[src/rtl/edge_pulse_decoder.sv]
// rtl/edge_pulse_decoder.sv - rebuilds a level from transition pulses and queues {level, run length} records

// Small record queue: registered storage, head visible combinationally from the
// storage flops so it stays stable while the consumer stalls.
module edge_pulse_decoder_fifo #(
  parameter int DW = 9,
  parameter int DEPTH = 4,
  parameter logic [DW-1:0] INIT_WORD = '0
) (
  input  logic                       clk,
  input  logic                       rst,
  input  logic                       clear,
  input  logic                       push,
  input  logic [DW-1:0]              push_data,
  input  logic                       pop,
  output logic                       valid,
  output logic                       full,
  output logic [DW-1:0]              head_data,
  output logic [$clog2(DEPTH):0]     count
);
  localparam int AW = $clog2(DEPTH);
  localparam int CW = AW + 1;
  localparam logic [CW-1:0] FULL_CNT = CW'(DEPTH);

  logic [DW-1:0] mem [DEPTH];
  logic [AW-1:0] wr_ptr;
  logic [AW-1:0] rd_ptr;
  logic          do_push;
  logic          do_pop;

  assign valid     = (count != '0);
  assign full      = (count == FULL_CNT);
  assign head_data = mem[rd_ptr];

  // A pop frees the head slot in the same edge, so a full queue can still accept a push.
  assign do_pop  = valid && pop;
  assign do_push = push && (!full || do_pop);

  // Storage, pointers and occupancy; clear empties the queue and restores the reset head.
  always_ff @(posedge clk or posedge rst) begin
    if (rst) begin
      wr_ptr <= '0;
      rd_ptr <= '0;
      count  <= '0;
      for (int i = 0; i < DEPTH; i++) mem[i] <= INIT_WORD;
    end else if (clear) begin
      wr_ptr <= '0;
      rd_ptr <= '0;
      count  <= '0;
      for (int i = 0; i < DEPTH; i++) mem[i] <= INIT_WORD;
    end else begin
      if (do_push) begin
        mem[wr_ptr] <= push_data;
        wr_ptr      <= wr_ptr + AW'(1);
      end
      if (do_pop) begin
        rd_ptr <= rd_ptr + AW'(1);
      end
      case ({do_push, do_pop})
        2'b10:   count <= count + CW'(1);
        2'b01:   count <= count - CW'(1);
        default: count <= count;
      endcase
    end
  end
endmodule

module edge_pulse_decoder #(
  parameter int   CNT_W      = 8,
  parameter int   FIFO_DEPTH = 4,
  parameter int   MIN_GAP    = 2,
  parameter logic INIT_LEVEL = 1'b0
) (
  input  logic                          clk,
  input  logic                          rst,
  input  logic                          pulse,
  input  logic                          clear,
  input  logic                          run_ready,
  output logic                          level,
  output logic                          run_valid,
  output logic                          run_level,
  output logic [CNT_W-1:0]              run_len,
  output logic [$clog2(FIFO_DEPTH):0]   fifo_count,
  output logic                          overflow,
  output logic                          gap_err
);
  localparam int DW = CNT_W + 1;
  localparam logic [CNT_W-1:0] CNT_MAX   = '1;
  localparam logic [CNT_W-1:0] GAP_MIN   = CNT_W'(MIN_GAP);
  localparam logic [DW-1:0]    INIT_WORD = {INIT_LEVEL, {CNT_W{1'b0}}};

  logic [CNT_W-1:0] cnt;
  logic             first;
  logic [CNT_W-1:0] cand_len;
  logic             gap_ok;
  logic             accept;
  logic             fifo_full;
  logic             fifo_pop;
  logic             drop;
  logic [DW-1:0]    head_data;

  // Length of the run ending at this edge, clamped so long idle periods never wrap.
  assign cand_len = (cnt == CNT_MAX) ? cnt : cnt + CNT_W'(1);

  // The very first pulse after reset/clear has no previous pulse to be too close to.
  assign gap_ok = first || (cand_len >= GAP_MIN);
  assign accept = pulse && gap_ok;

  // A record is lost only when the queue is full and nothing leaves it this edge.
  assign fifo_pop = run_valid && run_ready;
  assign drop     = accept && fifo_full && !fifo_pop;

  assign run_level = head_data[DW-1];
  assign run_len   = head_data[CNT_W-1:0];

  // Level reconstruction, run-length counting and gap checking.
  always_ff @(posedge clk or posedge rst) begin
    if (rst) begin
      level   <= INIT_LEVEL;
      cnt     <= '0;
      first   <= 1'b1;
      gap_err <= 1'b0;
    end else if (clear) begin
      level   <= INIT_LEVEL;
      cnt     <= '0;
      first   <= 1'b1;
      gap_err <= 1'b0;
    end else if (accept) begin
      level <= ~level;
      cnt   <= '0;
      first <= 1'b0;
    end else begin
      cnt <= cand_len;
      if (pulse) begin
        gap_err <= 1'b1;
      end
    end
  end

  // Sticky indication that a completed run could not be queued.
  always_ff @(posedge clk or posedge rst) begin
    if (rst) begin
      overflow <= 1'b0;
    end else if (clear) begin
      overflow <= 1'b0;
    end else if (drop) begin
      overflow <= 1'b1;
    end
  end

  edge_pulse_decoder_fifo #(
    .DW        (DW),
    .DEPTH     (FIFO_DEPTH),
    .INIT_WORD (INIT_WORD)
  ) u_fifo (
    .clk       (clk),
    .rst       (rst),
    .clear     (clear),
    .push      (accept),
    .push_data ({level, cand_len}),
    .pop       (run_ready),
    .valid     (run_valid),
    .full      (fifo_full),
    .head_data (head_data),
    .count     (fifo_count)
  );
endmodule

[config.mk]
export PLATFORM = sky130hd
export DESIGN_NAME = edge_pulse_decoder
export DESIGN_NICKNAME = d
export VERILOG_FILES = /design/src/rtl/edge_pulse_decoder.sv
export SDC_FILE = /design/constraint.sdc
export NUM_CORES = 1
export LEC_CHECK = 0
export ABC_AREA = 1
export CORE_AREA = 2 2 94 74
export DETAILED_ROUTE_END_ITERATION = 10
export DIE_AREA = 0 0 96 76
export GPL_TIMING_DRIVEN = 0
export PLACE_DENSITY = 0.68
export SLEW_MARGIN = 20
export SYNTH_ARGS = -nofsm -noshare
export SYNTH_HDL_FRONTEND = slang
export SYNTH_SLANG_ARGS = --single-unit
[constraint.sdc]
create_clock -name clk -period 2.8 [get_ports clk]
set_input_delay 0.56 -clock clk [delete_from_list [all_inputs] [get_ports clk]]
set_output_delay 0.56 -clock clk [all_outputs]
set_load 0.01 [all_outputs]
## Yosys cells after proc, flatten, opt, wreduce, memory -nomap -nowiden

Cells that the tools add are included.

- Register bits: 55
- Bits of input ports: 5
- Output and inout port bits: 16
- Word-level logic and storage cells: 73

- Add/sub/neg operators: 5
- Order comparisons: 4
- Equal/unequal tests: 5
- Mux-type cells: 26
- Bitwise logic cells: 3
- Reduce and logical (&&, ||, !) cells: 18

Operators by type and width:

| operator | number |
|---|---|
| 36-bit 2-to-1 mux | 2 |
| 36-bit bitwise mux | 1 |
| 9-bit 2-to-1 mux | 3 |
| 8-bit 2-to-1 mux | 3 |
| 9-bit binary-select mux with 2-bit select | 1 |
| 9-bit demux with 2-bit select | 1 |
| 2-bit nonzero test | 5 |
| 1-bit 2-to-1 mux | 9 |
| 8-bit by 1-bit adder with 8-bit output (second input constant) | 1 |
| 8-bit == test (second input constant) | 1 |
| 8-bit by 2-bit >= comparator with 1-bit output (second input constant) | 1 |
| 2-bit 2-to-1 mux | 4 |
| 3-bit >= comparator (second input constant) | 2 |
| 1-bit logical AND | 6 |
| 2-bit inverter with 3-bit output | 2 |
| 3-bit case mux with 2 select lines | 1 |
| 3-bit nonzero test | 2 |
| 2-bit by 1-bit adder with 2-bit output (second input constant) | 2 |
| 3-bit by 1-bit adder with 3-bit output (second input constant) | 1 |
| 3-bit == test (second input constant) | 1 |
| 3-bit by 1-bit less-than comparator with 1-bit output (second input constant) | 1 |
| 3-bit 2-to-1 mux | 1 |
| 3-bit by 1-bit subtractor with 3-bit output (second input constant) | 1 |
| 2-bit by 1-bit == test with 1-bit output (second input constant) | 1 |
| 6 further kinds | 8 |

## Depth between registers and ports, before layout

- Depth in word-level cells: 9
- Gate-level depth with buffers: 17
- Gate-level depth less buffers: 17

## Modules after synthesis

Synthesis repeated with hierarchy kept, for this count alone.

- Cell total of the unflattened synthesis: 379
- Area total of the unflattened synthesis: 3035.4 um^2

Modules (own cells, without submodules):

| module | instances | cells each | area each (um^2) | seq. area each (um^2) |
|---|---|---|---|---|
| edge_pulse_decoder_fifo | 1 | 283 | 2304.7 | 1076.0 |
| edge_pulse_decoder | 1 | 96 | 730.7 | 301.5 |

## Least setup slack after synthesis

Ideal clock, no wire load.

- Path kind: register to register
- Start: reg cnt[0]
- End: reg u_fifo.count[2]
- Setup time: 0.117 ns
- Data arrival time: 2.369 ns
- Data required time: 2.683 ns
- Slack: 0.314 ns
- Stages on the path, launching flop included: 18
- Path buffers: 1
- Clock period less this slack: 2.486 ns
- Cell sequence: dfrtp_1 > ha_1 > nand3_2 > inv_2 > nand2_2 > buf_6 > nand3_2 > nor2_1 > nand3_2 > nand2_4 > nand2_1 > fa_1 > xor2_1 > inv_1 > nand2_1 > nand2_1 > nand2_1 > nand2_1

- Cells in the longest elaborated chain, start to end: 9
- Elaborated cells on any way between the ends: 12
- Those cells by class: add/sub (1); order compare (1); eq/ne (3); mux (3); reduce/logical (4)

Ends and longest elaborated chain:

| element | line | text |
|---|---|---|
| from (decl) | 92 | `logic [CNT_W-1:0] cnt;` |
| from (signal assigned) | 133 | `cnt <= cand_len;` |
| 8-bit by 1-bit adder with 8-bit output or 8-bit == test (tied branches) | 103 | `assign cand_len = (cnt == CNT_MAX) ? cnt : cnt + CNT_W'(1);` |
| 8-bit 2-to-1 mux (*) | 103 |  |
| 8-bit by 2-bit >= comparator with 1-bit output (*) | 106 | `assign gap_ok = first \|\| (cand_len >= GAP_MIN);` |
| 1-bit logical OR (*) | 106 |  |
| 1-bit logical AND (*) | 107 | `assign accept = pulse && gap_ok;` |
| 1-bit logical AND (*) | 37 | `assign do_push = push && (!full \|\| do_pop);` |
| 2-bit by 1-bit == test with 1-bit output or 2-bit == test (tied branches) | 59 | `case ({do_push, do_pop})` |
| 3-bit case mux with 2 select lines | 59 |  |
| 3-bit 2-to-1 mux | 46 | `end else if (clear) begin` |
| to (signal assigned) | 60 | `2'b10: count <= count + CW'(1);` |
| to (signal assigned) | 61 | `2'b01: count <= count - CW'(1);` |
| to (signal assigned) | 62 | `default: count <= count;` |
| to (decl) | 19 | `output logic [$clog2(DEPTH):0] count` |

Every way passes the cells marked *; elsewhere a longest branch is shown, timed or not.
A chain may end at the register's enable or synchronous reset.

## Final worst setup path

- Start: reg u_fifo.rd_ptr[0]
- End: out run_len[7]

- Cells in the longest elaborated chain, start to end: 4

Ends and longest elaborated chain:

| element | line | text |
|---|---|---|
| from (decl) | 27 | `logic [AW-1:0] rd_ptr;` |
| from (signal assigned) | 57 | `rd_ptr <= rd_ptr + AW'(1);` |
| 2-bit inverter with 3-bit output (not written as such) | 33 | `assign head_data = mem[rd_ptr];` |
| 9-bit binary-select mux with 2-bit select | 33 |  |
| 9-bit 2-to-1 mux (not written as such) (2 in series) | 33 |  |
| to (decl) | 82 | `output logic [CNT_W-1:0] run_len,` |

No other way between the ends. The select of a mux whose other input is x is not followed.

==> run_results.csv <==
group,metric,value,unit
status,status,"finished clean",
placed_design,routabilityCongestion,0.870,
die,core-area,6470,um^2
global_routing,grt_pass1_wl,11.0,mm
sta,setup_slack,113,ps
sta,whs,478,ps
setup_path,cp_max_fo,10,
synth,syn_nets,363,
synth,syn_inst,352,
die,die_w,96,um
power,p_leak,1.62,nW
synth,yosys.area.top_type,"dfrtp_1",
setup_path,critPathSlowestCell,"clkdlybuf4s50_1",
clock_tree,htree_levels,2,
detailed_routing,avgViaCountPerCell,5.07,
detailed_routing,vias,2356,
synth,synthTopCellsByCount,"nand2_1, dfrtp_1, nor2_1",
detailed_routing,firstDrtPassIters,5,
power,ir_drop,233,uV
sta,tightest_slew,684,ps
placed_design,dpl_worst_slack,-24.4,ps
clock_tree,clock-root-buffer,"clkbuf_8",
global_routing,grt_max_degree,56,
sta,hold_viol,0,
die,die_h,76,um
synth,yosysWarnings,0,
detailed_routing,drt-total-wl,6.55,mm
setup_path,arrival,2130,ps
global_routing,overflow,0,
sta,timing.final.crit_share,0.960,
setup_path,cp_slowest_stage_delay,560,ps
sta,fin_crit,2690,ps
setup_path,crit_chain,"clkbuf_2, clkbuf_2, o21ai_0, o22ai_1, clkdlybuf4s50_1",
synth,yosysMostFrequentCell,"nand2_1",
placed_design,dp_cells,455,
sta,skew,13.9,ps
final_layout,area_growth,15.5,%
final_layout,antenna_cells,0,
die,rows,26,
final_layout,final_cells,465,
sta,max_freq,372,MHz
clock_tree,clkLatencyLatePin,310,ps
setup_path,required,2240,ps
final_layout,n_fill_cell,656,
final_layout,nNetsFinal,391,
global_routing,track_usage,0.191,
die,start_util,0.431,
setup_path,crit_buf_inv,3,
sta,setup_viol_count_final,0,
clock_tree,cts_buffers,5,
final_layout,multi_input_area,1310,um^2
synth,ys.flop_type,"dfrtp_1",
setup_path,cp-end-kind,"output port",
placed_design,io_buffers,19,
die,die_area,7300,um^2
synth,yosys-top-cells-area,"dfrtp_1, nand2_1, o21ai_0, nor2_1, inv_1",
synth,netlist_area,2790,um^2
clock_tree,clock_path_buffers,2,
synth,synth-edff-count,0,
global_routing,grt_pass1_vias,2161,
synth,synth_top_cell_area_share,0.485,
power,powerDensity,616,nW/um^2
final_layout,ff_latch_area,1380,um^2
clock_tree,path_clk_slew,100,ps
setup_path,cp-start-kind,"flop",
clock_tree,clock-sinks,55,
sta,final_max_slew_viol_count,0,
synth,async_flop_share,1.00,
final_layout,layout-drive-gt1-share,0.115,
die,io_pins,21,
sta,max_slew_margin,0.544,
placed_design,dp_hpwl,4.44,mm
detailed_routing,remaining_drc_errors,0,
synth,ys_seq_elements,55,
setup_path,cp_top_family,"buffers and inverters",
synth,avgSynthCellArea,7.92,um^2
synth,yosys.cell_types.count,28,
global_routing,grt_antenna_before_repair,0,
job,maxCapViolCount,0,
setup_path,critPathMostFrequentCell,"clkbuf_2",
detailed_routing,ant_nets,0,
clock_tree,cts_tree,"done",
worst_hold_path,hp-class,"flop to flop",
clock_tree,cts_hold_buf,0,
detailed_routing,wire_per_inst,14.1,um
synth,yosysSeqAreaShare,0.494,
setup_path,path_class,"flop to output port",
detailed_routing,drtIter0Drc,122,
## repair_timing
action	4_1_cts	5_1_grt
buffers inserted	0	3
pin swaps	0	1
cloned	0	0
gates resized for setup	3	8
setup endpoints to repair	10	11
## area by class of cell
cell class	count	area share
Sequential cell	55	0.428
Multi-Input combinational cell	265	0.405
Timing Repair Buffer	22	0.0661
Tap cell	84	0.0326
Inverter	24	0.0288
Clock buffer	6	0.0225
Buffer	7	0.0117
Clock inverter	2	0.00505
## flip-flops by register name, indices dropped and copies added (netlist names)
signal,count
cnt,8
first,1
gap_err,1
level,1
overflow,1
u_fifo.count,3
u_fifo.mem,36
u_fifo.rd_ptr,2
u_fifo.wr_ptr,2
## worst register-to-register path: cells and delay by family (launching register included)
family	cells	cell delay, ps
simple gates	11	1040
flops	1	430
buf+inv	3	240
fa+ha+maj	2	590
xor+xnor	1	150
## report_power, final
group	switching (W)	internal, W	leakage, nW	total (W)
Sequential	0.0000428	0.000837	0.755	0.000880
Clock	0.000274	0.000181	0.0418	0.000455
Combinational	0.000378	0.000271	0.828	0.000650
## cells in the final DEF, fill, tap and decap left out, types with 4 or more instances in the layout
| master | netlist | layout |
|---|---|---|
| o21ai_0 | 26 | 26 |
| clkdlybuf4s50_1 | 0 | 19 |
| ha_1 | 5 | 4 |
| a21oi_2 | 4 | 4 |
| a21oi_1 | 7 | 7 |
| o22ai_1 | 9 | 9 |
| nand2_2 | 5 | 8 |
| inv_1 | 22 | 21 |
| nand3_1 | 11 | 11 |
| dfrtp_1 | 54 | 54 |
| nand2_1 | 140 | 137 |
| nor2_1 | 34 | 33 |
| nor2_4 | 4 | 4 |
| clkbuf_8 | 0 | 5 |
| nand4_1 | 5 | 5 |
## layer usage
metal,track usage,part of all wire,vias to the layer above
li1,-,-,1181
met1,0.296,0.49,1121
met2,0.281,0.45,52
met3,0.0336,0.049,2
met4,0.0343,0.0032,0
met5,0,0,-
## per-stage QoR
stage               total power (W)   util  TNS [ps]  instance area (um^2)
floorplan                   0.00126      -         0                  2790
global placement            0.00151  0.476     -9860                  3080
detailed placement          0.00152  0.477     -24.4                  3090
CTS                         0.00198  0.491         0                  3180
global route                0.00212  0.497     -12.8                  3220
finish                      0.00198  0.497         0                  3220
## cells by family (layout without fill, tap and decap cells)
group,Yosys count,count (layout),synth area share
and+or+nand+nor,205,205,0.317
xor gates and xnor gates,4,4,0.0126
buffers and inverters,32,61,0.0458
DFF,55,55,0.494
AOI/OAI and AO/OA,50,50,0.101
adders and majority gates,6,6,0.0296
## worst paths after layout
check | startpoint | endpoint | slack (ps) | depth (start not counted)
max | u_fifo.rd_ptr[0] | run_len[7] | 110 | 5
min | u_fifo.mem[24] | u_fifo.mem[24] | 480 | 2
max reg2reg | cnt[0] | u_fifo.count[2] | 240 | 17
min reg2reg | u_fifo.mem[24] | u_fifo.mem[24] | 480 | 2
max in group asynchronous | rst | cnt[5] | 1640 | 2
min in group asynchronous | rst | u_fifo.mem[4] | 700 | 2
Power figures use the tool's default switching activity.
